**src/rtl/run_monitor_if.sv**
```systemverilog
// rtl/run_monitor_if.sv - core data-memory store bus observed by the run monitor
interface run_monitor_if;
    logic        MemWrite;
    logic [31:0] DataAdr;
    logic [31:0] WriteData;

    modport master (
        output MemWrite,
        output DataAdr,
        output WriteData
    );

    modport slave (
        input MemWrite,
        input DataAdr,
        input WriteData
    );
endinterface

```
**src/rtl/run_monitor.sv**
```systemverilog
// rtl/run_monitor.sv - core reset sequencer and PASS/FAIL store-convention run checker
module run_monitor #(
    parameter int          RESET_CYCLES   = 3,
    parameter int          TIMEOUT_CYCLES = 50,
    parameter logic [31:0] PASS_ADDR      = 32'd100,
    parameter logic [31:0] PASS_DATA      = 32'd25,
    parameter int          CNT_W          = 16
) (
    input  logic             clk,
    input  logic             reset,
    run_monitor_if.slave     bus,
    output logic             core_reset,
    output logic             done,
    output logic             pass,
    output logic [1:0]       fail_code,
    output logic [CNT_W-1:0] cycle_count,
    output logic [CNT_W-1:0] store_count
);

    localparam int HOLD_W = (RESET_CYCLES < 2) ? 1 : $clog2(RESET_CYCLES + 1);
    localparam logic [HOLD_W-1:0] HOLD_LAST    = HOLD_W'(RESET_CYCLES - 1);
    localparam logic [CNT_W-1:0]  TIMEOUT_LAST = CNT_W'(TIMEOUT_CYCLES - 1);
    localparam logic [CNT_W-1:0]  CNT_MAX      = {CNT_W{1'b1}};

    localparam logic [1:0] FC_NONE    = 2'd0;
    localparam logic [1:0] FC_BADDATA = 2'd1;
    localparam logic [1:0] FC_TIMEOUT = 2'd2;

    typedef enum logic [1:0] {
        S_HOLD,
        S_RUN,
        S_PASS,
        S_FAIL
    } state_e;

    state_e            state_q, state_d;
    logic [HOLD_W-1:0] hold_cnt_q, hold_cnt_d;
    logic              core_reset_q, core_reset_d;
    logic              done_q, done_d;
    logic              pass_q, pass_d;
    logic [1:0]        fail_code_q, fail_code_d;
    logic [CNT_W-1:0]  cycle_count_q, cycle_count_d;
    logic [CNT_W-1:0]  store_count_q, store_count_d;

    // MemWrite gates the compares so an undriven address/data bus is harmless.
    logic store_evt;
    logic pass_addr_hit;
    logic pass_data_ok;
    logic timeout_hit;

    always_comb begin
        store_evt     = (bus.MemWrite == 1'b1);
        pass_addr_hit = store_evt && (bus.DataAdr == PASS_ADDR);
        pass_data_ok  = pass_addr_hit && (bus.WriteData == PASS_DATA);
        timeout_hit   = (cycle_count_q == TIMEOUT_LAST);
    end

    always_comb begin
        state_d       = state_q;
        hold_cnt_d    = hold_cnt_q;
        core_reset_d  = core_reset_q;
        done_d        = done_q;
        pass_d        = pass_q;
        fail_code_d   = fail_code_q;
        cycle_count_d = cycle_count_q;
        store_count_d = store_count_q;

        case (state_q)
            S_HOLD: begin
                core_reset_d = 1'b1;
                if (hold_cnt_q == HOLD_LAST) begin
                    state_d      = S_RUN;
                    hold_cnt_d   = '0;
                    core_reset_d = 1'b0;
                end else begin
                    hold_cnt_d = hold_cnt_q + HOLD_W'(1);
                end
            end

            S_RUN: begin
                core_reset_d = 1'b0;
                if (cycle_count_q != CNT_MAX) begin
                    cycle_count_d = cycle_count_q + CNT_W'(1);
                end
                if (store_evt && (store_count_q != CNT_MAX)) begin
                    store_count_d = store_count_q + CNT_W'(1);
                end
                // A PASS_ADDR store on the timeout cycle takes precedence.
                if (pass_addr_hit) begin
                    done_d = 1'b1;
                    if (pass_data_ok) begin
                        state_d     = S_PASS;
                        pass_d      = 1'b1;
                        fail_code_d = FC_NONE;
                    end else begin
                        state_d     = S_FAIL;
                        pass_d      = 1'b0;
                        fail_code_d = FC_BADDATA;
                    end
                end else if (timeout_hit) begin
                    state_d     = S_FAIL;
                    done_d      = 1'b1;
                    pass_d      = 1'b0;
                    fail_code_d = FC_TIMEOUT;
                end
            end

            S_PASS, S_FAIL: begin
                core_reset_d = 1'b0;
            end

            default: begin
                state_d      = S_HOLD;
                hold_cnt_d   = '0;
                core_reset_d = 1'b1;
            end
        endcase
    end

    always_ff @(posedge clk) begin
        if (reset) begin
            state_q       <= S_HOLD;
            hold_cnt_q    <= '0;
            core_reset_q  <= 1'b1;
            done_q        <= 1'b0;
            pass_q        <= 1'b0;
            fail_code_q   <= FC_NONE;
            cycle_count_q <= '0;
            store_count_q <= '0;
        end else begin
            state_q       <= state_d;
            hold_cnt_q    <= hold_cnt_d;
            core_reset_q  <= core_reset_d;
            done_q        <= done_d;
            pass_q        <= pass_d;
            fail_code_q   <= fail_code_d;
            cycle_count_q <= cycle_count_d;
            store_count_q <= store_count_d;
        end
    end

    assign core_reset  = core_reset_q;
    assign done        = done_q;
    assign pass        = pass_q;
    assign fail_code   = fail_code_q;
    assign cycle_count = cycle_count_q;
    assign store_count = store_count_q;

endmodule
```
**src/flat_wrapper.sv**
```systemverilog
// flat-port wrapper written by rule: the top's interface ports become plain ports
module run_monitor_flat 
#(
    parameter int          RESET_CYCLES   = 3,
    parameter int          TIMEOUT_CYCLES = 50,
    parameter logic [31:0] PASS_ADDR      = 32'd100,
    parameter logic [31:0] PASS_DATA      = 32'd25,
    parameter int          CNT_W          = 16
)
  (clk, reset, core_reset, done, pass, fail_code, cycle_count, store_count, bus_MemWrite, bus_DataAdr, bus_WriteData);
  run_monitor_if bus_i ();
  input  logic clk;
  input  logic reset;
  output logic core_reset;
  output logic done;
  output logic pass;
  output logic [1:0] fail_code;
  output logic [CNT_W-1:0] cycle_count;
  output logic [CNT_W-1:0] store_count;
  input wire logic [$bits(bus_i.MemWrite)-1:0] bus_MemWrite;
  input wire logic [$bits(bus_i.DataAdr)-1:0] bus_DataAdr;
  input wire logic [$bits(bus_i.WriteData)-1:0] bus_WriteData;
  assign bus_i.MemWrite = bus_MemWrite;
  assign bus_i.DataAdr = bus_DataAdr;
  assign bus_i.WriteData = bus_WriteData;
  run_monitor #(.RESET_CYCLES(RESET_CYCLES), .TIMEOUT_CYCLES(TIMEOUT_CYCLES), .PASS_ADDR(PASS_ADDR), .PASS_DATA(PASS_DATA), .CNT_W(CNT_W)) u_core (.clk(clk), .reset(reset), .bus(bus_i), .core_reset(core_reset), .done(done), .pass(pass), .fail_code(fail_code), .cycle_count(cycle_count), .store_count(store_count));
endmodule
```
**config.mk**
```make
export PLATFORM = sky130hd
export DESIGN_NAME = run_monitor_flat
export DESIGN_NICKNAME = d
export VERILOG_FILES = /design/src/rtl/run_monitor_if.sv /design/src/rtl/run_monitor.sv /design/src/flat_wrapper.sv
export SDC_FILE = /design/constraint.sdc
export NUM_CORES = 1
export LEC_CHECK = 0
export ABC_AREA = 1
export CORE_MARGIN = 2
export CORE_UTILIZATION = 44
export CTS_BUF_LIST = sky130_fd_sc_hd__clkbuf_8
export DETAILED_ROUTE_END_ITERATION = 10
export GPL_ROUTABILITY_DRIVEN = 0
export PLACE_DENSITY_LB_ADDON = 0.25
export RECOVER_POWER = 100
export SYNTH_ARGS = -nofsm -noshare
export SYNTH_HDL_FRONTEND = slang
export SYNTH_SLANG_ARGS = --single-unit
```
**constraint.sdc**
```tcl
create_clock -name clk -period 1.85 [get_ports clk]
set_clock_uncertainty 0.15 [all_clocks]
set_input_delay 0.185 -clock clk [delete_from_list [all_inputs] [get_ports clk]]
set_output_delay 0.185 -clock clk [all_outputs]
set_load 0.05 [all_outputs]
```
==> results.ini, run 1 <==
[drt]
detail_route.wl_per_cell_um = 11.8
drt_pass1_iterations = 4
route.detailed.drc = 0
via_count = 2871
postRouteWirelength_um = 7000
drt-vias-per-instance = 4.84
ant_nets = 0
drt_first_iter_violations = 130

[placed_design]
place.detailed.hpwl_um = 5540
dpl-instance-area_um2 = 3650
placed_cells = 582
buffer_ports.inserted = 103

[sta]
setup-violations-final = 0
timing.setup.tns_ps = 0
finalWorstPathRequiredPeriod_ps = 1820
hold_slack_ps = 328
timing_hold_violations_final = 0
min_period_over_period_pct = 98.2
unrepaired_setup_endpoints_after_global_routing = true
max_slew_margin_pct = 57.8
fmax_mhz = 550
drv_slew = 0
max_slew.worst_pin.slew_ps = 636

[die]
design.portCount = 104
core-area_um2 = 5470
floorplan.initialDensity_pct = 45.1
die_height_um = 78.9
rows = 27
die_outline_area_um2 = 6220
die_width_um = 78.9

[critical_path]
launch_instance_of_the_worst_register_to_register_path = u_core.store_count[10]$_SDFFE_PP0P_
type_of_the_worst_setup_path = flop to output port
worst_setup_path_end_kind = output port
crit_path_start_kind = flop
worst_path_max_delay_cell = sky130_fd_sc_hd__clkdlybuf4s50_1
startpoint = u_core.store_count[11]$_SDFFE_PP0P_
worstPathArrival_ps = 1480
cp_num_buf_inv = 1
worst-path-max-fanout = 5
cp_slowest_stage_delay_ps = 810
worstPathRequired_ps = 1510
worst_path_dominant_cell_family = buffers and inverters
worstPathCellList = clkdlybuf4s50_1

[global_route]
antenna_violations_before_repair = 0
grt_first_pass_wirelength_um = 11600
global_route.overflow_total = 0
grtUsageTotal_pct = 22.9
via_count_of_the_first_global_routing_pass = 2704
grt_start_max_net_pins = 16

[finish]
finish.net_count = 590
finish.instance_area_um2 = 3690
antenna-diode-count = 0
seq_area_um2 = 847
layout.cells.most_common = sky130_fd_sc_hd__nand2_1
finish.cell_count_without_fillers = 593
flow.area_growth_from_synthesis_pct = 49.6
fill_cells = 486
mostFrequentLayoutCells = 99 x sky130_fd_sc_hd__nand2_1, 75 x sky130_fd_sc_hd__nor2_1, 73 x sky130_fd_sc_hd__clkdlybuf4s50_1, 50 x sky130_fd_sc_hd__inv_1, 31 x sky130_fd_sc_hd__clkbuf_1
layout-drive-gt1-share_pct = 12.1
area_of_the_multi_input_gates_um2 = 1430

[logic_synthesis]
synthesis.area_per_instance_um2 = 6.23
ys_warn_count = 0
synthesis.nets = 466
netlist_instances = 396
ys_ff_latch = 41
syn_area_um2 = 2470
yosysSeqAreaShare_pct = 33.3
netlist-cell-type-count = 30

[cts]
clockRootBuffer = sky130_fd_sc_hd__clkbuf_8
cts_tree = yes
cts_inserted_buffers = 5
clk_pin_slew_worst_paths_ps = 90
insertion_delay_ps = 300
clkSinkCount = 41
htreeDepth = 2
cts_hold_buffers = 0
cts-root-to-sink-buffers = 2

[pwr]
total_leakage_power_nw = 1.37
power_density_nw_per_um2 = 739
vdd_ir_drop_max_uv = 758

[min_path]
min_from = u_core.fail_code[0]$_SDFFE_PP0P_
timing.hold.worst.class = flop to flop

[run]
cap_viol_max_count = 0

[run_status]
status = finished, final reports clean

-- cells in the mapped netlist --
| cell | instances | area, um^2 |
|---|---|---|
| sky130_fd_sc_hd__nand2_4 | 1 | 11.3 |
| sky130_fd_sc_hd__nand2_1 | 100 | 375 |
| sky130_fd_sc_hd__inv_2 | 4 | 15.0 |
| sky130_fd_sc_hd__nand3b_1 | 1 | 7.51 |
| sky130_fd_sc_hd__xnor2_1 | 4 | 35.0 |
| sky130_fd_sc_hd__o21ai_0 | 11 | 55.1 |
| sky130_fd_sc_hd__nor3b_1 | 2 | 15.0 |
| sky130_fd_sc_hd__clkbuf_1 | 4 | 15.0 |
| sky130_fd_sc_hd__nor3_1 | 14 | 70.1 |
| sky130_fd_sc_hd__nor2_2 | 3 | 18.8 |
| sky130_fd_sc_hd__or2_2 | 1 | 6.26 |
| sky130_fd_sc_hd__nand3_1 | 24 | 120 |
| sky130_fd_sc_hd__nand3_2 | 1 | 10.0 |
| sky130_fd_sc_hd__xor2_1 | 8 | 70.1 |
| sky130_fd_sc_hd__o21ai_1 | 4 | 20.0 |
| sky130_fd_sc_hd__a21oi_2 | 6 | 52.6 |
| sky130_fd_sc_hd__a211oi_1 | 2 | 15.0 |
| sky130_fd_sc_hd__nand4_1 | 6 | 37.5 |
| sky130_fd_sc_hd__inv_1 | 49 | 184 |
| sky130_fd_sc_hd__dfxtp_1 | 41 | 821 |
| sky130_fd_sc_hd__buf_6 | 2 | 22.5 |
| sky130_fd_sc_hd__nor3_2 | 1 | 10.0 |
| sky130_fd_sc_hd__clkinv_1 | 1 | 3.75 |
| sky130_fd_sc_hd__nand2_2 | 2 | 12.5 |
| sky130_fd_sc_hd__ha_1 | 3 | 37.5 |
| sky130_fd_sc_hd__nor2_4 | 2 | 22.5 |
| sky130_fd_sc_hd__nor2_1 | 75 | 282 |
| sky130_fd_sc_hd__and3_1 | 1 | 6.26 |
| sky130_fd_sc_hd__a21oi_1 | 22 | 110 |
| sky130_fd_sc_hd__buf_2 | 1 | 5.00 |
-- sequential cells by signal, summed over array words and instances (netlist names) --
signal / count
u_core.store_count: 16
u_core.state_q: 2
u_core.pass: 1
u_core.cycle_count: 16
u_core.hold_cnt_q: 2
u_core.done: 1
u_core.fail_code: 2
u_core.core_reset: 1
-- cell type report --
| type | instances | share of cell area [%] |
|---|---|---|
| Clock buffer | 5 | 1.87 |
| Tap cell | 72 | 2.44 |
| Timing Repair Buffer | 124 | 27.3 |
| Inverter | 54 | 5.49 |
| Sequential cell | 41 | 23.0 |
| Clock inverter | 3 | 1.25 |
| Multi-Input combinational cell | 294 | 38.7 |
-- cells by family (layout without fill, tap and decap cells) --
logic type	count (synthesis)	in the layout	share of synthesized area [%]
flip-flops	41	41	33.3
buffers and inverters	61	186	9.94
AO/OA/AOI/OAI	45	45	10.2
XOR/XNOR	12	12	4.26
adder cells (fa/ha/maj)	3	3	1.52
AND/OR/NAND/NOR	234	234	40.7
-- metrics by stage --
| step | setup WS, ps | util [%] | total power [mW] |
|---|---|---|---|
| floorplan | 2.06 | - | 1.62 |
| global placement | 102 | 66.7 | 1.99 |
| detailed placement | 71.1 | 66.7 | 2.01 |
| CTS | 24.9 | 68.8 | 2.75 |
| global route | -23.3 | 67.4 | 2.88 |
| finish | 32.8 | 67.4 | 2.73 |
-- routing by layer --
metal / up-vias / track usage [%] / wire length (um)
met1: 1267 / 26.7 / 2950
met3: 16 / 3.75 / 374
met4: 0 / 8.62 / 127
li1: 1489 / - / -
met2: 99 / 41.9 / 3550
met5: - / 0 / 0
-- power by group --
part / total, mW / internal, mW / switching [mW]
Clock: 0.744 / 0.404 / 0.340
Sequential: 1.04 / 0.976 / 0.0638
Combinational: 0.942 / 0.381 / 0.561
Total: 2.73 / 1.76 / 0.965
-- path summary, 6_finish.rpt --
path | end | slack, ps | depth (start not counted)
max reg2reg | u_core.store_count[2]$_SDFFE_PP0P_ | 90 | 8
max | store_count[11] | 30 | 1
min reg2reg | u_core.fail_code[0]$_SDFFE_PP0P_ | 330 | 2
min | u_core.fail_code[0]$_SDFFE_PP0P_ | 330 | 2
-- repair_timing --
| item | 4_1_cts | 5_1_grt |
|---|---|---|
| endpoints found under the setup margin | 0 | 19 |
| buffers inserted | 0 | 3 |
| resized for setup | 0 | 7 |
Note: power is estimated with default switching activity, not from simulation.
==> run 2: changes to the inputs <==
--- a/config.mk
+++ b/config.mk
@@ -13,6 +13,7 @@
 export GPL_ROUTABILITY_DRIVEN = 0
 export PLACE_DENSITY_LB_ADDON = 0.25
 export RECOVER_POWER = 100
+export SETUP_SLACK_MARGIN = 0.2
 export SYNTH_ARGS = -nofsm -noshare
 export SYNTH_HDL_FRONTEND = slang
 export SYNTH_SLANG_ARGS = --single-unit
==> run 2 against run 1 <==
Register-to-register slack better by 40 ps. Global-route usage increased by 0.65 points. First-iteration DRC count did not move. Final area grew 3.1%. Clock power increased by 1%. Worst hold slack gained 3.3 ps. Non-clock buffer count fell by 5. Core utilization increased by 2.1 points.
==> results.ini, run 2 (synthesis gave the netlist of run 1 again) <==
[global_route]
via_count_of_the_first_global_routing_pass = 2701  ; -0.11%
grt_start_max_net_pins = 17  ; +1
grt_first_pass_wirelength_um = 11900  ; +2.1%
antenna_violations_before_repair = 0  ; unchanged
grtUsageTotal_pct = 23.5  ; +0.65 points
global_route.overflow_total = 0  ; unchanged

[drt]
detail_route.wl_per_cell_um = 12.6  ; +6.5%
postRouteWirelength_um = 7430  ; +6.1%
via_count = 2929  ; +2.0%
drt_pass1_iterations = 5  ; +1
route.detailed.drc = 0  ; unchanged
drt-vias-per-instance = 4.96  ; +2.4%
drt_first_iter_violations = 130  ; unchanged
ant_nets = 0  ; unchanged

[critical_path]
worstPathCellList = nand2_1 -> nor2_1 -> nand3_4 -> nand2_1 -> nand2_4 -> inv_1 -> o21ai_0 -> nand2_1 -> nor2_1
worstPathArrival_ps = 1760  ; +280 ps
type_of_the_worst_setup_path = flop to flop
worstPathRequired_ps = 1890  ; +380 ps
cp_slowest_stage_delay_ps = 400  ; -410 ps
worst-path-max-fanout = 6  ; +1
worst_setup_path_end_kind = flop
reg2reg_setup_slack_ps = 130  ; +40 ps
crit_path_start_kind = flop
worst_path_dominant_cell_family = simple AND/OR/NAND/NOR gates
crit_path_frequent_cell = sky130_fd_sc_hd__nand2_1
worst_path_max_delay_cell = sky130_fd_sc_hd__dfxtp_2
cp_num_buf_inv = 1  ; unchanged

[cts]
insertion_delay_ps = 300  ; about the same
cts_inserted_buffers = 5  ; unchanged
clkSinkCount = 41  ; unchanged
cts_tree = yes
clockRootBuffer = sky130_fd_sc_hd__clkbuf_8
htreeDepth = 2  ; unchanged
clk_pin_slew_worst_paths_ps = 80  ; about the same
cts-root-to-sink-buffers = 2  ; unchanged
cts_hold_buffers = 0  ; unchanged

[finish]
final_util_pct = 69.5  ; +2.1 points
flow.area_growth_from_synthesis_pct = 54.3
layout.cells.most_common = sky130_fd_sc_hd__nand2_1
fill_cells = 486  ; unchanged
mostFrequentLayoutCells = 92 x sky130_fd_sc_hd__nand2_1, 74 x sky130_fd_sc_hd__nor2_1, 65 x sky130_fd_sc_hd__clkdlybuf4s50_1, 51 x sky130_fd_sc_hd__inv_1
antenna-diode-count = 0  ; unchanged
finish.cell_count_without_fillers = 591  ; -0.34%
layout-drive-gt1-share_pct = 15.8  ; +3.7 points
finish.net_count = 588  ; -0.34%

[sta]
setup-violations-final = 0  ; unchanged
timing_hold_violations_final = 0  ; unchanged
fmax_mhz = 582  ; +5.8%
finalWorstPathRequiredPeriod_ps = 1720  ; -99.7 ps
max_slew.worst_pin.slew_ps = 639  ; +2.88 ps
max_slew_margin_pct = 57.6  ; -0.19 points
drv_slew = 0  ; unchanged
unrepaired_setup_endpoints_after_global_routing = true
timing.setup.tns_ps = 0  ; unchanged
min_period_over_period_pct = 92.8  ; -5.4 points

[min_path]
timing.hold.worst.class = flop to flop

[die]
die_outline_area_um2 = 6220  ; unchanged
core-area_um2 = 5470  ; unchanged
design.portCount = 104  ; unchanged
floorplan.initialDensity_pct = 45.1  ; unchanged
die_width_um = 78.9  ; unchanged
die_height_um = 78.9  ; unchanged
rows = 27  ; unchanged

[placed_design]
buffer_ports.inserted = 103  ; unchanged
placed_cells = 572  ; -1.7%
place.detailed.hpwl_um = 5500  ; -0.80%

[run]
cap_viol_max_count = 0  ; unchanged

[run_status]
status = finished, final reports clean

[pwr]
vdd_ir_drop_max_uv = 587  ; -23%
power_density_nw_per_um2 = 743  ; +0.58%
total_leakage_power_nw = 1.46  ; +6.5%

==> run 2: changes by cell type in the layout (fill, tap and decap cells not counted), moves of 4 or more <==
| cell | previous run | this run |
|---|---|---|
| sky130_fd_sc_hd__nand2_1 | 99 | 92 |
| sky130_fd_sc_hd__clkdlybuf4s50_1 | 73 | 65 |
| sky130_fd_sc_hd__buf_4 | 18 | 13 |
| sky130_fd_sc_hd__clkbuf_1 | 31 | 23 |
| sky130_fd_sc_hd__nand2_2 | 3 | 10 |
| sky130_fd_sc_hd__dlygate4sd2_1 | 0 | 15 |
| sky130_fd_sc_hd__nor3_1 | 14 | 10 |
| sky130_fd_sc_hd__dfxtp_1 | 28 | 22 |
| sky130_fd_sc_hd__dfxtp_4 | 4 | 9 |
| sky130_fd_sc_hd__nor3_2 | 1 | 5 |
==> run 2: where the power goes <==
| part | internal (mW) | switching (mW) |
|---|---|---|
| Combinational | 0.384 | 0.653 |
| Clock | 0.435 | 0.320 |
| Sequential | 0.968 | 0.0679 |
==> run 2: cell type report <==
class	instances	area [um^2]	share of cell area (%)
sequential	41	867	22.8
clock buffer	6	82.6	2.17
timing repair buffer	119	998	26.2
inverter	54	208	5.46
multi-input combinational	296	1520	40.0
tap	72	90.1	2.37
timing repair inverter	1	3.75	0.0987
clock inverter	2	33.8	0.888
==> run 2: through the flow <==
stage	total power [mW]	worst slack, ps	hold slack, ps	instance area [um^2]
after floorplan	1.66	181	322	2580
after global placement	1.93	155	306	3650
after detailed placement	1.96	111	310	3650
after CTS	2.73	174	331	3770
after global routing	2.98	20.3	352	3800
final	2.83	132	331	3800
==> run 2: what timing repair did <==
item | CTS | global route
setup endpoints to repair | 35 | 30
setup buffers | 1 | 6
gates cloned | 0 | 4
pin swaps | 1 | 9
endpoints found under the hold margin | 0 | 0
resized for setup | 18 | 29
==> run 2: final timing paths <==
kind / from / cells past startpoint / end
max: u_core.cycle_count[11]$_SDFFE_PP0P_ / 9 / u_core.cycle_count[2]$_SDFFE_PP0P_
min: u_core.pass$_SDFFE_PP0P_ / 2 / u_core.pass$_SDFFE_PP0P_
max reg2reg: u_core.cycle_count[11]$_SDFFE_PP0P_ / 9 / u_core.cycle_count[2]$_SDFFE_PP0P_
min reg2reg: u_core.pass$_SDFFE_PP0P_ / 2 / u_core.pass$_SDFFE_PP0P_
==> run 2: metal layers <==
metal	global-route usage [%]	share of wire (%)
met1	27.8	41
met2	42.3	50
met3	5.11	6.6
met4	7.76	2.2
met5	0	0
==> run 2: worst min-delay path, cell delays in order, from the launching register on <==
cell                      delay, ps
sky130_fd_sc_hd__dfxtp_1        310
sky130_fd_sc_hd__nand3_1         70
sky130_fd_sc_hd__a21oi_1         50
